### src/rtl/acc_cpu_pkg.sv
// acc_cpu_pkg: opcodes, FSM states and helpers shared by the accumulator CPU core
package acc_cpu_pkg;
  localparam logic [2:0] OP_LOAD  = 3'd0;
  localparam logic [2:0] OP_STORE = 3'd1;
  localparam logic [2:0] OP_ADD   = 3'd2;
  localparam logic [2:0] OP_SUB   = 3'd3;
  localparam logic [2:0] OP_AND   = 3'd4;
  localparam logic [2:0] OP_JMP   = 3'd5;
  localparam logic [2:0] OP_JZ    = 3'd6;
  localparam logic [2:0] OP_SYS   = 3'd7;
  // operand bit that selects HALT (1) versus OUT (0) under OP_SYS
  localparam int SYS_HALT_BIT = 0;
  typedef enum logic [1:0] {S_FETCH, S_EXEC, S_OUT_WAIT, S_HALT} state_t;
  function automatic logic writes_acc(logic [2:0] op);
    return op inside {OP_LOAD, OP_ADD, OP_SUB, OP_AND};
  endfunction
endpackage

### src/rtl/acc_cpu_alu.sv
// acc_cpu_alu: combinational accumulator ALU, result wraps modulo 2**DATA_W
module acc_cpu_alu
  import acc_cpu_pkg::*;
#(
  parameter int DATA_W = 8
) (
  input  logic [DATA_W-1:0] a,
  input  logic [DATA_W-1:0] b,
  input  logic [2:0]        op,
  output logic [DATA_W-1:0] result
);
  // non-accumulator opcodes pass the accumulator through unchanged
  always_comb
    result = op == OP_LOAD ? b :
             op == OP_ADD  ? a + b :
             op == OP_SUB  ? a - b :
             op == OP_AND  ? a & b : a;
endmodule

### src/rtl/acc_cpu_core.sv
// acc_cpu_core: parametrised accumulator CPU with zero branch, halt and valid/ready output
module acc_cpu_core
  import acc_cpu_pkg::*;
#(
  parameter int DATA_W = 8,
  parameter int ADDR_W = 5
) (
  input  logic              clk,
  input  logic              reset,
  output logic [ADDR_W-1:0] instr_addr,
  input  logic [ADDR_W+2:0] instr_data,
  output logic              out_valid,
  input  logic              out_ready,
  output logic [DATA_W-1:0] out_data,
  output logic [DATA_W-1:0] acc,
  output logic              halted
);
  localparam int IW = 3 + ADDR_W;
  state_t            state;
  logic [ADDR_W-1:0] pc;
  logic [IW-1:0]     ir;
  logic [DATA_W-1:0] mem [0:2**ADDR_W-1];
  logic [2:0]        opcode;
  logic [ADDR_W-1:0] operand;
  logic [ADDR_W-1:0] pc_next;
  logic [DATA_W-1:0] alu_result;
  logic              branch;
  assign opcode     = ir[IW-1 -: 3];
  assign operand    = ir[ADDR_W-1:0];
  assign pc_next    = pc + ADDR_W'(1);
  assign branch     = opcode == OP_JMP || (opcode == OP_JZ && acc == '0);
  assign instr_addr = pc;
  acc_cpu_alu #(.DATA_W(DATA_W)) u_alu (
    .a      (acc),
    .b      (mem[operand]),
    .op     (opcode),
    .result (alu_result)
  );
  // data memory: unreset, written only by STORE at the EXEC edge
  always_ff @(posedge clk)
    if (reset && state == S_EXEC && opcode == OP_STORE) mem[operand] <= acc;
  // fetch/execute sequencer; OUT parks in OUT_WAIT until the consumer takes the word
  always_ff @(posedge clk) begin
    if (!reset) begin
      state     <= S_FETCH;
      pc        <= '0;
      acc       <= '0;
      ir        <= '0;
      out_valid <= 1'b0;
      out_data  <= '0;
      halted    <= 1'b0;
    end else begin
      case (state)
        S_FETCH: begin
          ir    <= instr_data;
          state <= S_EXEC;
        end
        S_EXEC: begin
          if (writes_acc(opcode)) acc <= alu_result;
          if (opcode != OP_SYS) begin
            pc    <= branch ? operand : pc_next;
            state <= S_FETCH;
          end else if (operand[SYS_HALT_BIT]) begin
            state  <= S_HALT;
            halted <= 1'b1;
          end else begin
            state     <= S_OUT_WAIT;
            out_valid <= 1'b1;
            out_data  <= acc;
          end
        end
        S_OUT_WAIT:
          if (out_ready) begin
            out_valid <= 1'b0;
            pc        <= pc_next;
            state     <= S_FETCH;
          end
        S_HALT: ;
      endcase
    end
  end
endmodule

### config.mk
export PLATFORM = sky130hd
export DESIGN_NAME = acc_cpu_core
export DESIGN_NICKNAME = d
export VERILOG_FILES = /design/src/rtl/acc_cpu_pkg.sv /design/src/rtl/acc_cpu_alu.sv /design/src/rtl/acc_cpu_core.sv
export SDC_FILE = /design/constraint.sdc
export NUM_CORES = 1
export LEC_CHECK = 0
export ABC_AREA = 1
export CORE_MARGIN = 5
export CORE_UTILIZATION = 40
export CTS_CLUSTER_DIAMETER = 100
export DETAILED_ROUTE_END_ITERATION = 6
export PLACE_DENSITY = 0.55
export SLEW_MARGIN = 20
export SYNTH_ARGS = -nofsm -noshare
export SYNTH_HDL_FRONTEND = slang
export SYNTH_SLANG_ARGS = --single-unit
export TNS_END_PERCENT = 30
### constraint.sdc
create_clock -name clk -period 6.25 [get_ports clk]
set_clock_uncertainty 0.15 [all_clocks]
set_input_delay 0.625 -clock clk [delete_from_list [all_inputs] [get_ports clk]]
set_output_delay 0.625 -clock clk [all_outputs]
set_load 0.05 [all_outputs]
==> results.sh, run 1 <==
export IMPL_synth_cells=1264
export IMPL_grt_use_total=0.185
export IMPL_final_cell_area_um2=14700
export IMPL_drive_gt1_frac=0.0556
export IMPL_final_cell_mix="399 x nand2_1, 256 x edfxtp_1, 239 x nand3_1"
export IMPL_fin_crit_ns=4.62
export IMPL_avgRoutedWirePerCell_um=19.4
export IMPL_clk_insertion_delay_late_ns=0.50
export IMPL_design_core_area_um2=31700
export IMPL_worstSetupPathType="register to register"
export IMPL_num_rows=65
export IMPL_dp_cells=1657
export IMPL_synth_top_area_share=0.596
export IMPL_synth_top_area_cell="edfxtp_1"
export IMPL_worst_path_max_delay_cell="buf_4"
export IMPL_dieHeight_um=190
export IMPL_cts_tree="built"
export IMPL_cts_hold_repair_buffers=0
export IMPL_multi_input_area_um2=3910
export IMPL_cts_resized=0
export IMPL_p_clk_frac=0.403
export IMPL_clock_path_buffers=3
export IMPL_dp_slack_ns=1.65
export IMPL_maxSlewHeadroom=0.309
export IMPL_drc_errors=0
export IMPL_finalHoldViolCount=0
export IMPL_diodes=0
export IMPL_initial_utilization=0.407
export IMPL_maxCapViolations=0
export IMPL_hp_class="register to register"
export IMPL_ys_top_cells_by_area="edfxtp_1 60%, nand2_1 12%, nand3_1 9.3%"
export IMPL_fin_total_pwr_mw=4.67
export IMPL_p_leak_nw=5.59
export IMPL_netSwitchingFraction=0.258
export IMPL_areaGrowthSynthToFinish_pct=13.7
export IMPL_via_per_inst=5.28
export IMPL_syn_nets=1300
export IMPL_root_buffer="clkbuf_16"
export IMPL_place_gp_congestion=0.849
export IMPL_yosys_warnings=0
export IMPL_ios=34
export IMPL_port_buffers=33
export IMPL_tightest_slew_ns=1.03
export IMPL_rsz0062_at_grt="false"
export IMPL_seq_area_um2=8450
export IMPL_grt_max_degree=72
export IMPL_maxSlewViolCount=0
export IMPL_layout_cells_non_filler=1715
export IMPL_hpwlAfterDp_mm=20.3
export IMPL_cts_clk_slew_worst_paths_ns=0.06
export IMPL_h_tree_depth=2
export IMPL_slowest_delay_ns=0.67
export IMPL_net_switching_power_mw=1.20
export IMPL_p_int_mw=3.47
export IMPL_fin_tns_setup_ns=0
export IMPL_finalSetupViolations=0
export IMPL_p_comb_frac=0.122
export IMPL_final_common_cell="nand2_1"
export IMPL_critical_path_max_fanout=71
export IMPL_required_ns=6.46
export IMPL_n_fill_cell=2992
export IMPL_placed_cell_area_um2=13600
export IMPL_ant_nets=0
export IMPL_ys_seq_area_frac=0.655
export IMPL_drtIter0Drc=621
export IMPL_cts_made_buffers=34
export IMPL_syn_area_um2=12900
export IMPL_ys_ff_latch=294
export IMPL_syn_avg_cell_area_um2=10.2
export IMPL_synth_distinct_cells=29
export IMPL_finalNetCount=1327
export IMPL_period_share=0.739
export IMPL_gr_total_overflow=0
export IMPL_max_clock_freq_mhz=217
export IMPL_drt_pass1_iter_count=5
export IMPL_crit_arrival_ns=4.83
export IMPL_postCtsSetupBuffers=0
export IMPL_cp_end_kind="register"
export IMPL_clock_sinks=294
export IMPL_drt_total_wl_mm=33.2
export IMPL_die_area_um2=35900
export IMPL_setup_ws_ns=1.63
export IMPL_irDropWorstVdd_uv=223
export IMPL_die_x_um=190
export IMPL_p_per_area_nw_per_um2=319
export IMPL_num_vias=9053
export IMPL_startpoint_type="register"
export IMPL_outcome="finished clean"
export IMPL_p_seq_frac=0.475
export IMPL_antenna_found_initial=0
export IMPL_grt_pass1_wl_mm=52.3
export IMPL_path_common_cell="nand3_1"
export IMPL_grt_pass1_vias=8986
export IMPL_path_cells="clkinv_2 > buf_4 > buf_4 > nand2_1 > nand3_1 > nand3_1 > o21ai_0 > nand2_1 > nand3_1 > and2_1 > ha_1 > inv_1 > fa_1 > inv_1 > nand4_1 > nand3_1 > nand2_1 > nand3_1 > nand3_1 > nand3_1 > a21oi_1"
worst max-delay path: cells and delay by family (launching register included):
family,cells,cell delay [ns]
AO/OA/AOI/OAI,2,0.15
adder cells (fa/ha/maj),2,0.66
buffers and inverters,5,1.64
flip-flops,1,0.53
AND/OR/NAND/NOR,12,1.27
kinds of logic after synthesis:
| logic type | count (synthesis) | synth area share |
|---|---|---|
| buf+inv | 133 | 0.0416 |
| fa+ha+maj | 25 | 0.0254 |
| simple gates | 715 | 0.236 |
| xor+xnor | 7 | 0.00476 |
| compound gates | 90 | 0.0373 |
| flops | 294 | 0.655 |
state kept, by name (all words and copies together), names as in the netlist, named ones only:
register,flops
acc,8
halted,1
instr_addr,5
ir,8
mem,256
out_data,8
out_valid,1
state,2
cells in the mapped netlist, drive strengths merged:
cell type / instances
nand2: 399
edfxtp: 256
nand3: 239
inv: 72
nor2: 67
a21oi: 42
dfxtp: 38
o21ai: 37
buf: 35
clkbuf: 24
ha: 23
o211ai: 7
nor3: 5
xor2: 4
nand4: 3
xnor2: 3
clkinv: 2
fa: 2
o21bai: 2
a311oi: 1
and2: 1
nor4: 1
o311ai: 1
metrics by stage:
| step | hold slack, ns | utilization |
|---|---|---|
| final | 0.315 | 0.462 |
| after detailed placement | 0.305 | 0.429 |
| after floorplan | 0.357 | - |
| after CTS | 0.318 | 0.462 |
| after global placement | 0.298 | 0.429 |
| after global routing | 0.343 | 0.462 |
path summary, 6_finish.rpt:
kind                       start             endpoint  slack, ns  depth (start not counted)
max                     register  acc[6]$_SDFFE_PN0P_       1.63                         21
min          halted$_SDFFE_PN0P_  halted$_SDFFE_PN0P_       0.32                          2
max reg2reg             register  acc[6]$_SDFFE_PN0P_       1.63                         21
min reg2reg  halted$_SDFFE_PN0P_  halted$_SDFFE_PN0P_       0.32                          2
power groups by stage:
stage	Combinational, mW	Sequential [mW]	Clock (mW)
after global placement	0.565	2.26	0
after detailed placement	0.568	2.26	0
final	0.569	2.22	1.88
after global routing	0.639	2.23	2.00
after floorplan	0.353	2.28	0
after CTS	0.571	2.22	1.91
layer usage:
metal,up-vias,part of all wire,GRT usage
li1,4387,-,-
met1,4382,0.46,0.260
met2,237,0.47,0.303
met3,47,0.052,0.0286
met4,0,0.020,0.0498
met5,-,0,0
cell type report:
cell class	count	share of cell area
clock buffers	48	0.0667
clock inverters	10	0.00529
inverters	74	0.0191
multi-input cells	837	0.267
flip-flops and latches	294	0.577
well taps	402	0.0343
repair buffers	50	0.0312
No activity file was read; power rests on OpenSTA's default activity.
==> run 2, diff against run 1 <==
PLACE_DENSITY = 0.57   (was 0.55)
clock period = 3.9 ns   (was 6.25 ns; I/O delays follow)
==> run 2 against run 1 <==
  * Worst setup slack worse by 1.2 ns
  * Count of clock-buffer cells in the layout grew 1
  * Die area is the same
  * Design area rose by 0.99%
  * Hold slack lost 0.0099 ns
  * Sequential share of layout area is 0.57 points lower
  * Wire length increased by 0.23%
  * Clock power up 51%
  * Sequential power increased by 60%
  * Utilization increased by 0.46 points
  * Flip-flop and latch count unchanged
  * Fmax rose by 34%
==> results.sh, run 2 (synthesis results as in run 1) <==
export IMPL_drt_total_wl_mm=33.3
export IMPL_period_share=0.882
export IMPL_slowest_delay_ns=0.43
export IMPL_irDropWorstVdd_uv=410
export IMPL_place_gp_congestion=0.870
export IMPL_max_clock_freq_mhz=291
export IMPL_maxSlewViolCount=0
export IMPL_drt_pass1_iter_count=5
export IMPL_r2r_slack_ns=0.46
export IMPL_hp_class="register to register"
export IMPL_design_core_area_um2=31700
export IMPL_avgRoutedWirePerCell_um=19.2
export IMPL_cts_clk_slew_worst_paths_ns=0.07
export IMPL_initial_utilization=0.407
export IMPL_drtIter0Drc=996
export IMPL_num_vias=9100
export IMPL_n_fill_cell=2955
export IMPL_gr_total_overflow=0
export IMPL_cts_hold_repair_buffers=0
export IMPL_via_per_inst=5.25
export IMPL_required_ns=4.22
export IMPL_dieHeight_um=190
export IMPL_final_common_cell="nand2_1"
export IMPL_rsz0062_at_grt="false"
export IMPL_drive_gt1_frac=0.0713
export IMPL_path_common_cell="nand3_1"
export IMPL_p_per_area_nw_per_um2=495
export IMPL_clock_path_buffers=3
export IMPL_grt_pass1_vias=8755
export IMPL_utilization=0.467
export IMPL_cts_resized=0
export IMPL_maxCapViolations=0
export IMPL_final_cell_mix="399 x nand2_1, 256 x edfxtp_1, 239 x nand3_1"
export IMPL_maxSlewHeadroom=0.405
export IMPL_grt_max_degree=130
export IMPL_ant_nets=0
export IMPL_fin_tns_setup_ns=0
export IMPL_ios=34
export IMPL_root_buffer="clkbuf_16"
export IMPL_startpoint_type="register"
export IMPL_finalHoldViolCount=0
export IMPL_outcome="finished clean"
export IMPL_fin_crit_ns=3.44
export IMPL_tightest_slew_ns=0.890
export IMPL_finalSetupViolations=0
export IMPL_cts_made_buffers=30
export IMPL_cp_end_kind="register"
export IMPL_finalNetCount=1344
export IMPL_die_x_um=190
export IMPL_path_cells="clkinv_2 > buf_4 > o21ai_0 > o211ai_1 > nand2_1 > nand3_1 > and2_1 > ha_1 > inv_1 > fa_1 > inv_1 > nand4_1 > nand4_1 > nand3_1 > nand3_1 > nand3_1 > a21oi_1"
export IMPL_grt_pass1_wl_mm=51.7
export IMPL_p_leak_nw=5.68
export IMPL_die_area_um2=35900
export IMPL_worstSetupPathType="register to register"
export IMPL_areaGrowthSynthToFinish_pct=14.8
export IMPL_drc_errors=0
export IMPL_cts_tree="built"
export IMPL_antenna_found_initial=0
export IMPL_largest_reg_flops=256
export IMPL_clock_sinks=294
export IMPL_diodes=0
export IMPL_postCtsSetupBuffers=0
export IMPL_grt_use_total=0.183
export IMPL_hpwlAfterDp_mm=21.3
export IMPL_port_buffers=33
export IMPL_h_tree_depth=1
export IMPL_clk_insertion_delay_late_ns=0.55
export IMPL_regMostFlops="mem"
export IMPL_crit_arrival_ns=3.76
export IMPL_worst_path_max_delay_cell="fa_1"
export IMPL_num_rows=65
export IMPL_critical_path_max_fanout=23
## run 2: cell types whose count changed in the layout (fill, tap and decap cells not counted), sizes merged
cell and delta:
buf +21, inv -1, clkinvlp +1, clkbuf +1
clkinv -3
## run 2: critical path, delay by kind of cell (launching register included)
family | cells | cell delay (ns)
DFF | 1 | 0.36
buffers and inverters | 4 | 0.75
and+or+nand+nor | 8 | 0.93
AOI/OAI and AO/OA | 3 | 0.50
adders and majority gates | 2 | 0.65
## run 2: power by group
group,total (mW),internal [mW],switching (mW)
combinational,0.953,0.284,0.669
clock,2.83,1.67,1.16
sequential,3.55,3.48,0.0674
## run 2: layout make-up
class,count,area [um^2],share of cell area
Clock buffer,49,922,0.0623
Inverter,74,279,0.0188
Timing Repair Buffer,71,666,0.0450
Tap cell,402,503,0.0340
Clock inverter,7,71.3,0.00482
Sequential cell,294,8450,0.571
Multi-Input combinational cell,837,3910,0.264
## run 2: path summary, 6_finish.rpt
kind / cells past startpoint / end / startpoint
setup / recovery: 17 / acc[6]$_SDFFE_PN0P_ / register
setup reg to reg: 17 / acc[6]$_SDFFE_PN0P_ / register
hold reg to reg: 2 / halted$_SDFFE_PN0P_ / halted$_SDFFE_PN0P_
hold / removal: 2 / halted$_SDFFE_PN0P_ / halted$_SDFFE_PN0P_
## run 2: per-stage QoR
| stage | total power [mW] | instance area [um^2] | worst slack [ns] | hold WS [ns] | std cells |
|---|---|---|---|---|---|
| 3_3_place_gp | 4.55 | 13800 | 0.532 | 0.299 | 1678 |
| 3_5_place_dp | 4.56 | 13800 | 0.513 | 0.303 | 1678 |
| 2_1_floorplan | 4.22 | 12900 | 1.09 | 0.357 | 1264 |
| 4_1_cts | 7.38 | 14800 | 0.473 | 0.309 | 1734 |
| 6_report | 7.33 | 14800 | 0.459 | 0.305 | 1734 |
| 5_1_grt | 7.62 | 14800 | 0.182 | 0.342 | 1734 |
## run 2: per-layer routing
metal	up-vias	routed length, um	GRT usage
li1	4416	-	-
met1	4333	15200	0.272
met2	300	15200	0.287
met3	51	2120	0.0215
met4	0	803	0.0501
met5	-	0	0
==> run 3, diff against run 2 <==
ABC_AREA = unset   (was 1)
==> run 3 against run 2 <==
  * Non-clock buffer count grew 30
  * Synthesized cell count is 43% lower
  * Global-route usage decreased by 1.2 points
  * Sequential share of layout area up 0.28 points
==> results.sh, run 3 <==
export IMPL_cts_hold_repair_buffers=0
export IMPL_wl_met3_mm=1.68
export IMPL_syn_area_um2=12400
export IMPL_yosys_warnings=0
export IMPL_crit_cells=13
export IMPL_drt_pass1_iter_count=5
export IMPL_syn_nets=756
export IMPL_clock_sinks=294
export IMPL_seq_area_um2=8450
export IMPL_place_gp_congestion=0.819
export IMPL_required_ns=4.18
export IMPL_worstSetupPathType="register to register"
export IMPL_startpoint_type="register"
export IMPL_initial_utilization=0.404
export IMPL_synth_top_area_share=0.621
export IMPL_netlist_top_cells_count="256 x edfxtp_1, 77 x mux4_2, 72 x nor2_1"
export IMPL_p_per_area_nw_per_um2=494
export IMPL_port_buffers=33
export IMPL_highest_layer="met4"
export IMPL_fin_tns_setup_ns=0
export IMPL_n_fill_cell=2588
export IMPL_syn_avg_cell_area_um2=17.2
export IMPL_maxCapViolations=0
export IMPL_clk_insertion_delay_late_ns=0.55
export IMPL_worst_path_max_delay_cell="mux4_2"
export IMPL_multi_input_area_um2=3710
export IMPL_postCtsSetupBuffers=0
export IMPL_critPathTopFamily="multiplexers"
export IMPL_hpwlAfterDp_mm=19.9
export IMPL_final_cell_area_um2=14700
export IMPL_grt_pass1_wl_mm=44.3
export IMPL_synth_cells=720
export IMPL_grt_pass1_vias=7096
export IMPL_crit_buf_inv=2
export IMPL_grt_use_total=0.171
export IMPL_drtIter0Drc=555
export IMPL_h_tree_depth=1
export IMPL_grt_max_degree=38
export IMPL_dr_wl_met2_mm=14.7
export IMPL_avgRoutedWirePerCell_um=23.8
export IMPL_finalNetCount=856
export IMPL_rsz0062_at_grt="true"
export IMPL_finalSetupViolations=0
export IMPL_cts_resized=0
export IMPL_final_cell_mix="256 x edfxtp_1, 77 x mux4_2, 72 x nor2_1"
export IMPL_antenna_found_initial=1
export IMPL_areaGrowthSynthToFinish_pct=19.1
export IMPL_dieHeight_um=186
export IMPL_yosysMostFrequentCell="edfxtp_1"
export IMPL_whs_path_depth=3
export IMPL_drc_errors=0
export IMPL_via_per_inst=5.57
export IMPL_drt_total_wl_mm=29.4
export IMPL_diodes=0
export IMPL_synth_top_area_cell="edfxtp_1"
export IMPL_finalHoldViolCount=0
export IMPL_ys_top_cells_by_area="edfxtp_1 62%, mux4_2 14%, dfxtp_1 6.1%"
export IMPL_ys_seq_area_frac=0.683
export IMPL_synth_edf_count=256
export IMPL_ys_ff_latch=294
export IMPL_period_share=0.971
export IMPL_ios=34
export IMPL_p_leak_nw=4.92
export IMPL_ant_nets=0
export IMPL_cts_made_buffers=30
export IMPL_drive_gt1_frac=0.266
export IMPL_tightest_slew_ns=1.05
export IMPL_placed_cell_area_um2=13600
export IMPL_slowest_delay_ns=0.51
export IMPL_wl_met1_mm=12.1
export IMPL_design_core_area_um2=30600
export IMPL_hp_class="input port to register"
export IMPL_final_common_cell="edfxtp_1"
export IMPL_die_area_um2=34500
export IMPL_fin_crit_ns=3.79
export IMPL_num_rows=64
export IMPL_critical_path_max_fanout=11
export IMPL_outcome="finished clean"
export IMPL_largest_reg_flops=256
export IMPL_cp_end_kind="register"
export IMPL_cts_clk_slew_worst_paths_ns=0.06
export IMPL_clock_path_buffers=3
export IMPL_path_cells="buf_12 > mux4_2 > mux4_2 > mux2_2 > ha_1 > inv_1 > fa_1 > nand2b_1 > a21oi_1 > a31oi_1 > mux2_2 > a21oi_1 > a21oi_1"
export IMPL_synth_flop_cell="edfxtp_1"
export IMPL_num_vias=6902
export IMPL_maxSlewHeadroom=0.300
export IMPL_path_common_cell="a21oi_1"
export IMPL_cts_tree="built"
export IMPL_root_buffer="clkbuf_16"
export IMPL_irDropWorstVdd_uv=410
export IMPL_reg2regPathDepth=13
export IMPL_die_x_um=186
export IMPL_synth_distinct_cells=50
export IMPL_maxSlewViolCount=0
export IMPL_async_flop_share=0
export IMPL_gr_total_overflow=0
export IMPL_max_clock_freq_mhz=264
export IMPL_regMostFlops="mem"
export IMPL_crit_arrival_ns=4.07
[run 3: changes by cell type after synthesis, moves of 9 or more]
cell	previous run	this run
nor2b_1	0	9
inv_1	69	18
nand3_1	239	12
clkbuf_1	24	13
buf_2	27	8
a21oi_1	42	20
nand2_1	399	24
mux2_2	0	10
o21ai_0	37	19
nand2b_1	0	13
mux4_2	0	77
mux2i_1	0	22
[run 3: per-layer routing]
| metal | vias up | global-route usage |
|---|---|---|
| met5 | - | 0 |
| met4 | 0 | 0.0536 |
| met3 | 53 | 0.0254 |
| met2 | 211 | 0.289 |
| met1 | 3569 | 0.230 |
| li1 | 3069 | - |
[run 3: final timing paths]
path	from	end	slack [ns]
setup reg to reg	register	acc[6]$_SDFFE_PN0P_	0.11
hold reg to reg	out_valid$_SDFFE_PN0P_	out_valid$_SDFFE_PN0P_	0.32
hold / removal	instr_data[7]	ir[7]$_SDFFE_PN0P_	0.31
setup / recovery	register	acc[6]$_SDFFE_PN0P_	0.11
[run 3: final cells by class]
class                   instances  area share
clock buffers                  35      0.0537
clock inverters                20      0.0163
inverters                      23     0.00586
multi-input cells             370       0.252
flip-flops and latches        294       0.574
well taps                     396      0.0336
repair buffers                101      0.0648
[run 3: stage by stage]
| stage | setup WS (ns) | power, mW | hold WS, ns | utilization | std cells |
|---|---|---|---|---|---|
| after floorplan | 0.238 | 4.07 | 0.333 | - | 720 |
| after global placement | 0.121 | 4.32 | 0.294 | 0.445 | 1182 |
| after detailed placement | 0.0956 | 4.33 | 0.311 | 0.445 | 1182 |
| after CTS | 0.0632 | 7.32 | 0.289 | 0.478 | 1237 |
| after global routing | -0.0294 | 7.54 | 0.335 | 0.482 | 1239 |
| final | 0.114 | 7.27 | 0.312 | 0.482 | 1239 |
[run 3: cells by family (layout without fill, tap and decap cells)]
group | count (synthesis) | count (layout) | synth area share
compound gates | 77 | 77 | 0.0412
xor+xnor | 1 | 1 | 0.000708
fa+ha+maj | 25 | 25 | 0.0265
buf+inv | 56 | 179 | 0.0211
flops | 294 | 294 | 0.683
mux | 110 | 110 | 0.169
simple gates | 157 | 157 | 0.0587
[run 3: worst reg2reg max path: stages (launching register included)]
cell and delay [ns]:
dfxtp_4 0.47, buf_12 0.20, mux4_2 0.52, mux4_2 0.47, mux2_2 0.32, ha_1 0.23
inv_1 0.09, fa_1 0.21, nand2b_1 0.14, a21oi_1 0.09, a31oi_1 0.20, mux2_2 0.35
a21oi_1 0.15, a21oi_1 0.08
[run 3: power by group]
| part | total [mW] | internal (mW) | switching [mW] |
|---|---|---|---|
| Sequential | 3.55 | 3.48 | 0.0658 |
| Clock | 2.98 | 1.79 | 1.20 |
| Combinational | 0.742 | 0.315 | 0.427 |
